===== config.mk =====
export PLATFORM = sky130hd
export DESIGN_NAME = qgate_1q_engine
export DESIGN_NICKNAME = d
export VERILOG_FILES = /design/src/rtl/qgate_1q_engine.sv
export SDC_FILE = /design/constraint.sdc
export NUM_CORES = 2
export LEC_CHECK = 0
export ABC_CLOCK_PERIOD_IN_PS = 9800
export CORE_MARGIN = 2
export CORE_UTILIZATION = 48
export CTS_BUF_LIST = sky130_fd_sc_hd__clkbuf_16
export DETAILED_ROUTE_END_ITERATION = 7
export MAX_ROUTING_LAYER = met4
export PLACE_DENSITY = 0.67
export SYNTH_ARGS = -nofsm -noshare
export SYNTH_HDL_FRONTEND = slang
export SYNTH_SLANG_ARGS = --single-unit

===== constraint.sdc =====
create_clock -name i_clk -period 9.8 [get_ports i_clk]
set_input_delay 1.96 -clock i_clk [delete_from_list [all_inputs] [get_ports i_clk]]
set_output_delay 1.96 -clock i_clk [all_outputs]
set_load 0.01 [all_outputs]

===== src/rtl/qgate_1q_engine.sv =====
// Sequential single-qubit gate engine: holds a 2^N complex state vector and applies
// H/X/Z/S to one target qubit, one amplitude pair per clock.
module qgate_1q_engine #(
  parameter int unsigned NUM_QUBITS  = 3,
  parameter int unsigned FIXED_WIDTH = 16,
  parameter int unsigned FRAC_BITS   = 8,
  parameter int unsigned INV_SQRT2   = 181
) (
  input  logic                           i_clk,
  input  logic                           i_rst,
  input  logic                           i_ld_valid,
  input  logic [NUM_QUBITS-1:0]          i_ld_addr,
  input  logic [FIXED_WIDTH-1:0]         i_ld_re,
  input  logic [FIXED_WIDTH-1:0]         i_ld_im,
  input  logic                           i_cmd_valid,
  output logic                           o_cmd_ready,
  input  logic [1:0]                     i_cmd_gate,
  input  logic [$clog2(NUM_QUBITS)-1:0]  i_cmd_target,
  input  logic [NUM_QUBITS-1:0]          i_rd_addr,
  output logic [FIXED_WIDTH-1:0]         o_rd_re,
  output logic [FIXED_WIDTH-1:0]         o_rd_im,
  output logic                           o_busy,
  output logic                           o_done,
  output logic                           o_err
);

  localparam int unsigned DEPTH = 1 << NUM_QUBITS;
  localparam int unsigned PAIRS = DEPTH / 2;
  localparam int unsigned TW    = $clog2(NUM_QUBITS);
  localparam int unsigned FW    = FIXED_WIDTH;
  localparam int unsigned PW    = 2 * FW + 2;

  typedef logic signed [FW-1:0] amp_t;

  localparam logic signed [PW-1:0] C_EXT   = PW'(INV_SQRT2);
  localparam logic signed [PW-1:0] RND     = PW'(2 ** (FRAC_BITS - 1));
  localparam logic signed [PW-1:0] SAT_MAX = PW'(2 ** (FW - 1) - 1);
  localparam logic signed [PW-1:0] SAT_MIN = -SAT_MAX - PW'(1);
  localparam amp_t                 AMP_MAX = amp_t'(2 ** (FW - 1) - 1);
  localparam amp_t                 AMP_MIN = ~AMP_MAX;
  localparam amp_t                 AMP_ONE = amp_t'(2 ** FRAC_BITS);

  typedef enum logic [1:0] {StIdle, StRun, StFin} state_t;

  state_t                  r_state, w_state_next;
  amp_t                    r_re [DEPTH];
  amp_t                    r_im [DEPTH];
  logic [NUM_QUBITS-2:0]   r_k;
  logic [1:0]              r_gate;
  logic [TW-1:0]           r_target;
  logic                    r_err;
  amp_t                    r_rd_re, r_rd_im;

  logic                    w_accept, w_target_ok, w_last;
  logic [NUM_QUBITS-1:0]   w_kx, w_bit, w_mask, w_i0, w_i1;
  amp_t                    w_a_re, w_a_im, w_b_re, w_b_im;
  amp_t                    w_an_re, w_an_im, w_bn_re, w_bn_im;
  logic signed [FW:0]      w_sum_re, w_sum_im, w_dif_re, w_dif_im;

  // (s * C + half) >>> FRAC_BITS, saturated to the amplitude range.
  function automatic amp_t h_scale(input logic signed [FW:0] s);
    logic signed [PW-1:0] p;
    p = PW'(s) * C_EXT;
    p = (p + RND) >>> FRAC_BITS;
    if (p > SAT_MAX) begin
      p = SAT_MAX;
    end else if (p < SAT_MIN) begin
      p = SAT_MIN;
    end
    return amp_t'(p);
  endfunction

  function automatic amp_t neg_sat(input amp_t v);
    return (v == AMP_MIN) ? AMP_MAX : -v;
  endfunction

  assign w_target_ok = (32'(i_cmd_target) < NUM_QUBITS);
  assign w_accept    = i_cmd_valid && (r_state == StIdle);
  assign w_last      = (r_k == (NUM_QUBITS - 1)'(PAIRS - 1));

  // Pair indices: insert a zero at the target bit position of k.
  always_comb begin
    w_kx   = {1'b0, r_k};
    w_bit  = NUM_QUBITS'(1) << r_target;
    w_mask = w_bit - NUM_QUBITS'(1);
    w_i0   = ((w_kx & ~w_mask) << 1) | (w_kx & w_mask);
    w_i1   = w_i0 | w_bit;
  end

  always_comb begin
    w_a_re   = r_re[w_i0];
    w_a_im   = r_im[w_i0];
    w_b_re   = r_re[w_i1];
    w_b_im   = r_im[w_i1];
    w_sum_re = (FW + 1)'(w_a_re) + (FW + 1)'(w_b_re);
    w_sum_im = (FW + 1)'(w_a_im) + (FW + 1)'(w_b_im);
    w_dif_re = (FW + 1)'(w_a_re) - (FW + 1)'(w_b_re);
    w_dif_im = (FW + 1)'(w_a_im) - (FW + 1)'(w_b_im);
    w_an_re  = w_a_re;
    w_an_im  = w_a_im;
    w_bn_re  = w_b_re;
    w_bn_im  = w_b_im;
    unique case (r_gate)
      2'b00: begin
        w_an_re = h_scale(w_sum_re);
        w_an_im = h_scale(w_sum_im);
        w_bn_re = h_scale(w_dif_re);
        w_bn_im = h_scale(w_dif_im);
      end
      2'b01: begin
        w_an_re = w_b_re;
        w_an_im = w_b_im;
        w_bn_re = w_a_re;
        w_bn_im = w_a_im;
      end
      2'b10: begin
        w_bn_re = neg_sat(w_b_re);
        w_bn_im = neg_sat(w_b_im);
      end
      2'b11: begin
        w_bn_re = neg_sat(w_b_im);
        w_bn_im = w_b_re;
      end
      default: ;
    endcase
  end

  always_comb begin
    w_state_next = r_state;
    o_cmd_ready  = 1'b0;
    o_busy       = 1'b1;
    o_done       = 1'b0;
    o_err        = 1'b0;
    unique case (r_state)
      StIdle: begin
        o_cmd_ready = 1'b1;
        o_busy      = 1'b0;
        if (i_cmd_valid) begin
          w_state_next = w_target_ok ? StRun : StFin;
        end
      end
      StRun: begin
        if (w_last) begin
          w_state_next = StFin;
        end
      end
      StFin: begin
        o_done       = 1'b1;
        o_err        = r_err;
        w_state_next = StIdle;
      end
      default: w_state_next = StIdle;
    endcase
  end

  always_ff @(posedge i_clk) begin
    if (i_rst) begin
      r_state <= StIdle;
    end else begin
      r_state <= w_state_next;
    end
  end

  always_ff @(posedge i_clk) begin
    if (i_rst) begin
      r_k      <= '0;
      r_gate   <= '0;
      r_target <= '0;
      r_err    <= 1'b0;
      r_rd_re  <= '0;
      r_rd_im  <= '0;
      for (int i = 0; i < int'(DEPTH); i++) begin
        r_re[i] <= (i == 0) ? AMP_ONE : '0;
        r_im[i] <= '0;
      end
    end else begin
      r_rd_re <= r_re[i_rd_addr];
      r_rd_im <= r_im[i_rd_addr];
      if (w_accept) begin
        r_gate   <= i_cmd_gate;
        r_target <= i_cmd_target;
        r_err    <= !w_target_ok;
        r_k      <= '0;
      end
      if (r_state == StRun) begin
        r_k        <= r_k + 1'b1;
        r_re[w_i0] <= w_an_re;
        r_im[w_i0] <= w_an_im;
        r_re[w_i1] <= w_bn_re;
        r_im[w_i1] <= w_bn_im;
      end
      if (i_ld_valid && (r_state == StIdle)) begin
        r_re[i_ld_addr] <= i_ld_re;
        r_im[i_ld_addr] <= i_ld_im;
      end
    end
  end

  assign o_rd_re = r_rd_re;
  assign o_rd_im = r_rd_im;

endmodule

; Word level (Yosys, flattened, before mapping)
; Memory sizes are Yosys's and may differ from the RTL's. A register that Yosys moved wholly into a read port is not among the register bits.
; Cells that the tools add are included.
; W data, S select, Z words.
[classes]
shift = 1
eq_ne = 10
muxes = 50
multipliers = 4
n_lt_le_gt_ge = 9
addsub = 12
bitwise_logic = 5
reduce_logical = 13
[ops]
columns = cell, n
row1 = $mux W16, 16
row2 = $pmux W16 S4, 2
row3 = $add A26 B9 Y27 const B, 4
row4 = $mul A17 B9 Y26 const B, 4
row5 = $reduce_or A16 Y1, 6
row6 = $gt A19 B16 Y1 const B, 4
row7 = $lt A19 B16 Y1 const B, 4
row8 = $pmux W16 S2, 2
row9 = $add A16 B16 Y17, 2
row10 = $sub A16 B16 Y17, 2
row11 = $eq A16 B16 Y1 const B, 2
row12 = $neg A16 Y16, 2
row13 = $mux W1, 18
row14 = $mux W3, 6
row15 = $mux W2, 5
row16 = $eq A2 B2 Y1 const B, 4
row17 = $or A3 B3 Y3, 2
row18 = $eq A2 B1 Y1 const B, 2
row19 = $logic_not A2 Y1, 2
row20 = $ne A2 B2 Y1 const B, 2
row21 = $pmux W2 S2, 1
row22 = $and A2 B3 Y3, 1
row23 = $shl A1 B2 Y3 const A, 1
row24 = $sub A3 B1 Y3 const B, 1
row25 = 8 further kinds, 9
[word_totals]
input_bits = 46
out_inout_bits = 36
elab_cells = 111
ram_bits = 256
mem_count = 2
regBits = 9
[memory_table]
columns = name, depth, word_bits, read_ports, rd_ports_with_merged_regs, wr, line_no
row1 = r_im, 8, 16, 3, 1, 8, 47  ; amp_t r_im [DEPTH];
row2 = r_re, 8, 16, 3, 1, 8, 46  ; amp_t r_re [DEPTH];

; Logic depth before layout (Yosys ltp)
; An unclocked memory read counts as a cell.
[depth]
word_depth = 16
depth_mapped = 46
depth_no_buf = 40

; Worst setup path after synthesis
; Ideal clock, no wire load.
[synth_path]
kind = register -> register
from = register r_target[1]
to = memory r_im[7][9] (netlist name) (data pin)
t_arrival_ns = 9.471
slack_ns = 0.195
required_time_ns = 9.666
path_stages_with_launch = 39
path_buffers = 5
setup_ns = 0.134
path_cell_list = dfxtp_1 > buf_2 > nand2b_1 > buf_1 > clkbuf_1 > clkbuf_1 > a211oi_1 > o31ai_1 > inv_1 > fa_1 > o21bai_1 > a21oi_1 > o21bai_1 > a21oi_1 > o21bai_1 > a21oi_1 > a311oi_1 > a21oi_1 > (+3 left out) > fa_1 > inv_1 > fa_1 > fa_1 > ha_1 > ha_1 > a21o_1 > nor3_1 > o21a_1 > o311ai_0 > a31oi_1 > nand2_1 > inv_1 > o211ai_1 > clkbuf_1 > a21oi_1 > o21ai_1 > a22o_1
[synth_lines]
columns = item, line_no
row1 = "start, declared", 50  ; logic [TW-1:0] r_target;
row2 = "start signal, assigned", 181  ; r_target <= i_cmd_target;
row3 = "end, declared", 47

==> flow_summary_export.csv <==
group,metric,value,unit
routing,drtIter0Drc,4504,
layout,nets,4447,
critical_path,critPathMaxFanout,29,
place,dp_hpwl,97050,um
floorplanning,io_pins,82,
routing,drt_first_pass_iters,7,
timing,tightest_slew,1.376,ns
floorplanning,core-area,72960,um^2
critical_path,crit_type,"flop to flop",
routing,vias,32453,
synth,synth-edff-count,256,
layout,fin_area,40510,um^2
timing,finalSetupTns,0,ns
clock_network,clk_latency,0.55,ns
synth,synthArstFlopShare,0,
critical_path,end_kind,"flop",
timing,maxSlewHeadroom,0.08263,
critical_path,start_kind,"flop",
clock_network,root_buffer,"clkbuf_16",
run,max-cap-violations,0,
clock_network,cts_sinks,297,
timing,grt_setup_unrepaired,"true",
synth,synth_seq_area_share,0.2403,
timing,setup_viol_count_final,0,
clock_network,cts-buffers-inserted,34,
timing,clock_skew,0.01991,ns
timing,finalHoldViolCount,0,
clock_network,cts.clk_slew.worst_paths,0.08,ns
synth,syn_inst,3643,
global_route,grt_max_degree,73,
layout,area_growth,14.40,%
synth,syn_avg_cell_area,9.720,um^2
synth,ys_types,106,
synth,syn_nets,4260,
critical_path,crit_top_cell,"a21o_1",
floorplanning,die_h,275.6,um
place,place_congestion,1.040,
worst_hold_path,hold_path.class,"flop to flop",
layout,nFillCells,6467,
global_route,grt.overflow.total,0,
routing,wirelength,136500,um
floorplanning,start_util,0.4853,
clock_network,htreeDepth,2,
place,port_buffers,81,
run_status,status,"complete, no violations",
timing,fmax,104.9,MHz
global_route,grt_usage,0.3642,
routing,antenna_left,0,
synth,yosysWarnings,0,
floorplanning,fp.dieW,275.6,um
synth,ys_seq_elements,297,
timing,whs,0.5157,ns
floorplanning,rows,99,
routing,routedWlPerCell,28.35,um
global_route,grt_pass1_vias,31222,
critical_path,arrival,9.87,ns
layout,drive_gt1_frac,0.1668,
critical_path,required,10.14,ns
timing,period_share,0.9730,
clock_network,cts_tree,"built",
synth,synth_area,35410,um^2
global_route,grt_pass1_wl,199200,um
global_route,antenna_found_initial,1,
clock_network,clock_path_buffers,3,
place,place_area,38790,um^2
synth,synth_flop_cell,"edfxtp_1",
critical_path,cp_slowest_cell,"fa_1",
timing,post-route-min-period,9.535,ns
critical_path,max_stage_delay,0.54,ns
timing,drv_slew,0,
routing,drc,0,
routing,drt-vias-per-instance,6.740,
floorplanning,die_area,75960,um^2
==> layer usage <==
metal,vias to the layer above,global-route usage,wire length (um)
met4,0,0.1893,9577
met1,15605,0.4641,51190
met3,543,0.07595,16450
met5,-,-,0
met2,2292,0.5459,59270
li1,14013,-,-
==> state kept, by name (all words and copies together) (netlist names) <==
name,cells
r_re,128
r_im,128
o_rd_re,16
r_k,2
r_gate,2
r_state,2
o_rd_im,16
r_target,2
r_err,1
==> cells in the mapped netlist (all sizes together), types with 10 or more instances <==
cell,n,area [um^2]
and2,20,125.1
buf,67,382.9
or2,16,100.1
nor3,49,265.3
inv,389,1463
ha,395,4942
xor2,56,490.5
fa,176,3523
mux2,33,371.6
nand4,20,125.1
nor4,10,75.07
o21bai,56,420.4
a31oi,24,186.4
nand2,159,596.8
o31ai,68,534.3
a211oi,134,1046
or3,19,118.9
a22o,98,858.3
o21a,11,82.58
o21ai,99,495.5
o32ai,105,919.6
dfxtp,41,820.8
clkbuf,169,634.4
o221ai,55,524.3
nand2b,19,118.9
o22ai,64,406.6
o2111a,25,281.5
mux2i,43,430.4
and3,14,87.58
a21o,42,315.3
xnor2,104,910.9
nand3,28,140.1
a221oi,11,108.9
nor2,291,1105
edfxtp,256,7687
nor2b,79,494.2
mux4,95,2140
a21oi,172,860.8
==> what timing repair did <==
item / in CTS / in global routing
cloned: 0 / 2
pin swaps: 0 / 7
setup buffers: 0 / 12
endpoints found under the hold margin: 0 / 0
endpoints found under the setup margin: 83 / 240
hold buffers: 0 / 0
resized for setup: 10 / 79
==> final cells by class <==
cell class,instances,area (um^2),share of cell area
well taps,959,1200,0.02962
clock inverters,25,266.5,0.006579
clock buffers,36,900.9,0.02224
diodes,1,2.502,0.00006177
multi-input cells,2719,24840,0.6132
repair buffers,387,3311,0.08172
inverters,391,1470,0.03629
flip-flops and latches,297,8517,0.2102
==> logic make-up (layout without fill, tap and decap cells) <==
kind of cell               Yosys count  count (layout)  share of synthesized area
other                                0               1                          0
muxes                              171             171                    0.08307
DFF                                297             297                     0.2403
AOI/OAI and AO/OA                 1075            1075                     0.2288
buffers and inverters              627             839                    0.07025
and+or+nand+nor                    740             740                    0.09844
xor gates and xnor gates           160             160                    0.03957
adders and majority gates          573             573                     0.2396
==> metrics by stage <==
step	std cells	setup slack [ns]	utilization
3_3_place_gp	4739	-0.2718	0.5317
6_report	4815	0.2646	0.5552
4_1_cts	4800	0.02957	0.5484
2_1_floorplan	3643	0.1955	-
3_5_place_dp	4739	-0.1572	0.5317
5_1_grt	4815	-0.03882	0.5552
==> critical path: cells and delay by family (launching register included) <==
kind / cells / cell delay (ns)
compound gates: 21 / 4.01
flops: 1 / 0.41
simple gates: 2 / 0.38
fa+ha+maj: 7 / 2.84
buf+inv: 10 / 1.64
==> cells in the final DEF (no fill, tap or decap), types with 55 or more instances in the layout <==
| cell type | Yosys | layout |
|---|---|---|
| a211oi_1 | 126 | 123 |
| a21oi_1 | 172 | 163 |
| a22o_1 | 98 | 98 |
| buf_4 | 8 | 285 |
| clkdlybuf4s50_1 | 0 | 77 |
| edfxtp_1 | 256 | 256 |
| fa_1 | 176 | 176 |
| ha_1 | 395 | 395 |
| inv_1 | 388 | 394 |
| mux4_2 | 95 | 95 |
| nand2_1 | 159 | 156 |
| nor2_1 | 288 | 282 |
| nor2b_1 | 79 | 76 |
| o21ai_0 | 82 | 81 |
| o21bai_1 | 56 | 55 |
| o22ai_1 | 63 | 63 |
| o32ai_1 | 105 | 105 |
| xnor2_1 | 104 | 99 |
| xor2_1 | 56 | 55 |
==> final timing paths <==
| path | startpoint | end | slack (ns) | cells after the start |
|---|---|---|---|---|
| min reg2reg | r_err | r_err | 0.52 | 2 |
| max | r_k[1] | r_re[7][2] | 0.26 | 40 |
| min | r_err | r_err | 0.52 | 2 |
| max reg2reg | r_k[1] | r_re[7][2] | 0.26 | 40 |
Power is not shown: default switching activity piles up to over one toggle a cycle in this logic, so the estimate is an artifact.
